[config.mk]
export PLATFORM = sky130hd
export DESIGN_NAME = mp_add_ctrl
export DESIGN_NICKNAME = d
export VERILOG_FILES = /design/src/rtl/mp_add_pkg.sv /design/src/rtl/cla_adder.sv /design/src/rtl/mp_add_ctrl.sv
export SDC_FILE = /design/constraint.sdc
export NUM_CORES = 2
export LEC_CHECK = 0
export ABC_AREA = 1
export BUFFER_PORTS_ARGS = -buffer_cell sky130_fd_sc_hd__buf_2
export CORE_AREA = 2 2 299 301
export CTS_CLUSTER_SIZE = 14
export DETAILED_ROUTE_END_ITERATION = 8
export DIE_AREA = 0 0 301 303
export GPL_ROUTABILITY_DRIVEN = 1
export PLACE_DENSITY = 0.73
export SYNTH_ARGS = -nofsm -noshare
export SYNTH_HDL_FRONTEND = slang
export SYNTH_HIERARCHICAL = 1
export SYNTH_SLANG_ARGS = --single-unit
[constraint.sdc]
create_clock -name clk -period 5.4 [get_ports clk]
set_input_delay 0.81 -clock clk [delete_from_list [all_inputs] [get_ports clk]]
set_output_delay 0.81 -clock clk [all_outputs]
set_load 0.01 [all_outputs]
[src/rtl/mp_add_pkg.sv]
// Shared definitions for the multi-precision add/subtract controller:
// the slice width and the controller state encoding.
package mp_add_pkg;

    localparam int WORD = 64;

    typedef enum logic [1:0] {
        IDLE = 2'd0,
        RUN  = 2'd1,
        DONE = 2'd2
    } state_t;

endpackage

[src/rtl/cla_adder.sv]
// Combinational carry-lookahead adder: 4-bit lookahead groups whose
// group carries ripple from one group to the next.
module cla_adder #(
    parameter int W = 64
) (
    input  logic [W-1:0] a,
    input  logic [W-1:0] b,
    input  logic         c_in,
    output logic         c_out,
    output logic [W-1:0] sum
);

    logic [W-1:0] g;
    logic [W-1:0] p;
    logic [W:0]   c;

    always_comb begin
        g    = a & b;
        p    = a ^ b;
        c    = '0;
        c[0] = c_in;
        // Every carry inside a group is expanded from the group carry-in only.
        for (int j = 0; j < W / 4; j++) begin
            c[4*j+1] = g[4*j] | (p[4*j] & c[4*j]);
            c[4*j+2] = g[4*j+1] | (p[4*j+1] & g[4*j])
                     | (p[4*j+1] & p[4*j] & c[4*j]);
            c[4*j+3] = g[4*j+2] | (p[4*j+2] & g[4*j+1])
                     | (p[4*j+2] & p[4*j+1] & g[4*j])
                     | (p[4*j+2] & p[4*j+1] & p[4*j] & c[4*j]);
            c[4*j+4] = g[4*j+3] | (p[4*j+3] & g[4*j+2])
                     | (p[4*j+3] & p[4*j+2] & g[4*j+1])
                     | (p[4*j+3] & p[4*j+2] & p[4*j+1] & g[4*j])
                     | (p[4*j+3] & p[4*j+2] & p[4*j+1] & p[4*j] & c[4*j]);
        end
        sum   = p ^ c[W-1:0];
        c_out = c[W];
    end

endmodule

[src/rtl/mp_add_ctrl.sv]
// Multi-precision adder/subtractor: streams NWORDS slices of the operands
// through one shared cla_adder, least significant word first.
module mp_add_ctrl
    import mp_add_pkg::*;
#(
    parameter int NWORDS = 4,
    parameter int WORD   = mp_add_pkg::WORD
) (
    input  logic                   clk,
    input  logic                   rst,
    input  logic                   in_valid,
    output logic                   in_ready,
    input  logic [NWORDS*WORD-1:0] a,
    input  logic [NWORDS*WORD-1:0] b,
    input  logic                   sub,
    input  logic                   c_in,
    output logic                   res_valid,
    input  logic                   res_ready,
    output logic [NWORDS*WORD-1:0] sum,
    output logic                   c_out,
    output state_t                 dbg_state_o
);

    localparam int TW = NWORDS * WORD;
    localparam int KW = (NWORDS > 1) ? $clog2(NWORDS) : 1;
    localparam logic [KW-1:0] K_LAST = KW'(NWORDS - 1);

    state_t          state_q, state_d;
    logic [KW-1:0]   k_q, k_d;
    logic            carry_q, carry_d;
    logic [TW-1:0]   a_q, a_d;
    logic [TW-1:0]   b_q, b_d;
    logic            sub_q, sub_d;
    logic [TW-1:0]   sum_q, sum_d;
    logic            cout_q, cout_d;

    logic [WORD-1:0] add_a;
    logic [WORD-1:0] add_b;
    logic [WORD-1:0] add_sum;
    logic            add_cout;

    // Subtraction is A + ~B + 1: B is inverted per slice, the +1 is the initial carry.
    assign add_a = a_q[int'(k_q)*WORD +: WORD];
    assign add_b = b_q[int'(k_q)*WORD +: WORD] ^ {WORD{sub_q}};

    cla_adder #(
        .W (WORD)
    ) u_adder (
        .a     (add_a),
        .b     (add_b),
        .c_in  (carry_q),
        .c_out (add_cout),
        .sum   (add_sum)
    );

    // Handshakes: a transfer happens on a rising edge where valid and ready are
    // both high; valid never depends on ready, and a DONE result holds until taken.
    assign in_ready    = (state_q == IDLE) && !rst;
    assign res_valid   = (state_q == DONE);
    assign sum         = sum_q;
    assign c_out       = cout_q;
    assign dbg_state_o = state_q;

    always_comb begin
        state_d = state_q;
        k_d     = k_q;
        carry_d = carry_q;
        a_d     = a_q;
        b_d     = b_q;
        sub_d   = sub_q;
        sum_d   = sum_q;
        cout_d  = cout_q;
        case (state_q)
            IDLE: begin
                if (in_valid && in_ready) begin
                    a_d     = a;
                    b_d     = b;
                    sub_d   = sub;
                    k_d     = '0;
                    carry_d = sub ? 1'b1 : c_in;
                    state_d = RUN;
                end
            end
            RUN: begin
                sum_d[int'(k_q)*WORD +: WORD] = add_sum;
                carry_d = add_cout;
                if (k_q == K_LAST) begin
                    cout_d  = add_cout;
                    state_d = DONE;
                end else begin
                    k_d = k_q + KW'(1);
                end
            end
            DONE: begin
                if (res_ready) begin
                    state_d = IDLE;
                end
            end
            default: state_d = IDLE;
        endcase
    end

    always_ff @(posedge clk) begin
        if (rst) begin
            state_q <= IDLE;
            k_q     <= '0;
            carry_q <= 1'b0;
            a_q     <= '0;
            b_q     <= '0;
            sub_q   <= 1'b0;
            sum_q   <= '0;
            cout_q  <= 1'b0;
        end else begin
            state_q <= state_d;
            k_q     <= k_d;
            carry_q <= carry_d;
            a_q     <= a_d;
            b_q     <= b_d;
            sub_q   <= sub_d;
            sum_q   <= sum_d;
            cout_q  <= cout_d;
        end
    end

endmodule

==> reports/qor.csv <==
metric,value,unit
Critical Path Fanout Max,46,
sequential area share after synthesis,44.07,%
nets,5990,
"leading cell types in the layout, fill and taps excluded","nand2_1 (1355), a21oi_1 (816), buf_2 (776)",
# rows,109,
switching portion of total power,31.98,%
Post-Layout Cell Count,6624,
Placer Congestion,0.9564,
Synth cell types,29,
ys flop type,dfxtp_1,
LEAKAGE,17.36,nW
dpl cells,6465,
cts bufs inserted,84,
ys async rst share,0,%
Worst Path Required,5940,ps
Post-DP HPWL,95890,um
Reg area,0.01552,mm2
final instance area,0.04252,mm2
cells after synthesis,4877,
Rel. slew slack,21.03,%
Fill cells,8764,
initial antenna violation count,24,
routed wire length,134300,um
antenna-violating nets left,0,
Yosys reg bits,775,
synthesis-to-finish area growth,20.77,%
final hold violation count,0,
crit path capture type,flop,
vias,36320,
RSZ-0062 raised after global routing,false,
First DRT Iteration DRCs,3792,
Final Skew,28.99,ps
dominant cell type by area after synthesis,dfxtp_1,
global-route usage over all layers,27.90,%
number of global-route vias before repair,32770,
Core ar.,0.08797,mm2
delay of the slowest critical-path stage,490,ps
clk sinks,775,
startpoint class of the critical path,flop,
remaining global-route overflow,0,
vias per std cell,5.483,
Final setup viols,0,
post-synthesis cell area,0.03521,mm2
Post-synth EDFFs,0,
clk root buf,clkbuf_16,
min Tclk post-route,5086,ps
post-route core utilization,48.34,%
"commonest non-fill, non-tap cell in the layout",nand2_1,
Psw,4.903,mW
CTS tree,done,
clk_lat worst skew,640,ps
Comb pwr share,21.1,%
Post-Place Worst Slack,402.8,ps
Worst Tran Pin Value,1181,ps
first-pass GRT wire length,196900,um
syn nets,5481,
period utilization,94.19,%
cell repeated most along the worst path,nand2_4,
depth of the CTS H-tree,3,
placed cell area,0.03960,mm2
largest net degree at the start of global routing,208,
Setup WS post-layout,313.8,ps
Reg power frac,39.6,%
Hold Path Class,in2reg,
die extent in x,301,um
clock slew seen by the registers of the worst setup and hold paths,70,ps
Max Root-Sink Buffers,3,
TritonRoute pass-1 iters,6,
Pwr per Cell Area,360.5,mW/mm2
die height,303,um
Yosys top cell area share,44.07,%
max-cap violations,0,
Slew Limit Fails,0,
critical path type,reg2reg,
fmax,196.6,MHz
multi-input logic area,0.01768,mm2
outcome,completed,
PortBufs,778,
Synth area leaders,"dfxtp_1 (44%), nand2_1 (14%), a21oi_1 (12%)",
CTS Hold Buffers Added,0,
internal power,10.43,mW
"Max stage delay cell, worst path",buf_4,
setup TNS,0,ps
final routed DRC violation total,0,
Clk pwr share,39.4,%
I/O pin cnt,779,
Mapped Avg Cell Area,7.219,um2
maximum vdd drop,0.2518,mV
Initial Utilization,40.02,%
share of layout cells above drive strength 1,19.16,%
WP data arrival,5630,ps
die area,0.09120,mm2
YS warnings,6,
wire per inst,20.27,um
logic make-up after synthesis:
| kind of cell | count (synthesis) | synth area share [%] |
|---|---|---|
| simple gates | 2384 | 29.14 |
| compound gates | 1022 | 14.84 |
| flops | 775 | 44.07 |
| buf+inv | 501 | 5.842 |
| xor+xnor | 109 | 2.712 |
| fa+ha+maj | 86 | 3.397 |
final timing paths:
| path | start | to | slack, ps | depth (start not counted) |
|---|---|---|---|---|
| worst min register to register | a_q[159]$_SDFFE_PP0P_ | a_q[159]$_SDFFE_PP0P_ | 460 | 2 |
| worst min-delay path | b[219] | b_q[219]$_SDFFE_PP0P_ | 430 | 3 |
| worst max register to register | k_q[1]$_SDFFE_PP0P_ | sum[253]$_SDFFE_PP0P_ | 310 | 29 |
| worst max-delay path | k_q[1]$_SDFFE_PP0P_ | sum[253]$_SDFFE_PP0P_ | 310 | 29 |
sequential cells by signal, indices dropped and copies added (netlist names):
name	flops
a_q	256
b_q	256
c_out	1
carry_q	1
dbg_state_o	2
k_q	2
sub_q	1
sum	256
area by class of cell:
cell class | instances | area share [%]
diodes | 9 | 0.05297
clock buffers | 119 | 5.853
clock inverters | 31 | 0.9475
inverters | 71 | 0.6650
multi-input cells | 3601 | 41.58
flip-flops and latches | 775 | 36.51
well taps | 1165 | 3.428
repair buffers | 853 | 10.97
critical path, delay by kind of cell (launching register included):
kind | cells | cell delay [ps]
XOR/XNOR | 2 | 370
AND/OR/NAND/NOR | 17 | 1350
AO/OA/AOI/OAI | 4 | 690
buffers and inverters | 4 | 1370
adder cells (fa/ha/maj) | 2 | 680
flip-flops | 1 | 450
power by group through the flow:
stage	combinational (mW)	sequential, mW	clock [mW]
floorplan	1.81	6.15	0
global placement	3.13	6.18	0
detailed placement	3.16	6.18	0
CTS	3.17	6.06	6.10
global route	3.47	6.08	6.33
finish	3.23	6.06	6.04
per-stage QoR:
step	power, mW	hold slack, ps
after floorplan	7.964	440.9
after global placement	9.309	448.4
after detailed placement	9.347	451.8
after CTS	15.33	386.6
after global routing	15.89	406.0
final	15.33	428.0
cells in the mapped netlist, drive strengths merged, types with 10 or more instances:
library cell,n
o21bai,10
xor2,95
o21ai,131
xnor2,14
inv,70
ha,70
fa,16
buf,195
nor2,194
nand3,731
o22ai,64
a21oi,816
dfxtp,775
clkbuf,235
nand2,1390
nand4,65
what timing repair did:
| item | 4_1_cts | 5_1_grt |
|---|---|---|
| gates resized for setup | 0 | 1 |
| buffers inserted | 0 | 0 |
| endpoints found under the setup margin | 0 | 1 |
layer usage:
metal	up-vias	global-route usage [%]	routed length [um]
li1	17340	-	-
met1	17020	39.68	58660
met2	1673	40.97	56350
met3	263	6.337	14130
met4	22	10.50	4991
met5	-	0	138
Power figures use the tool's default switching activity.
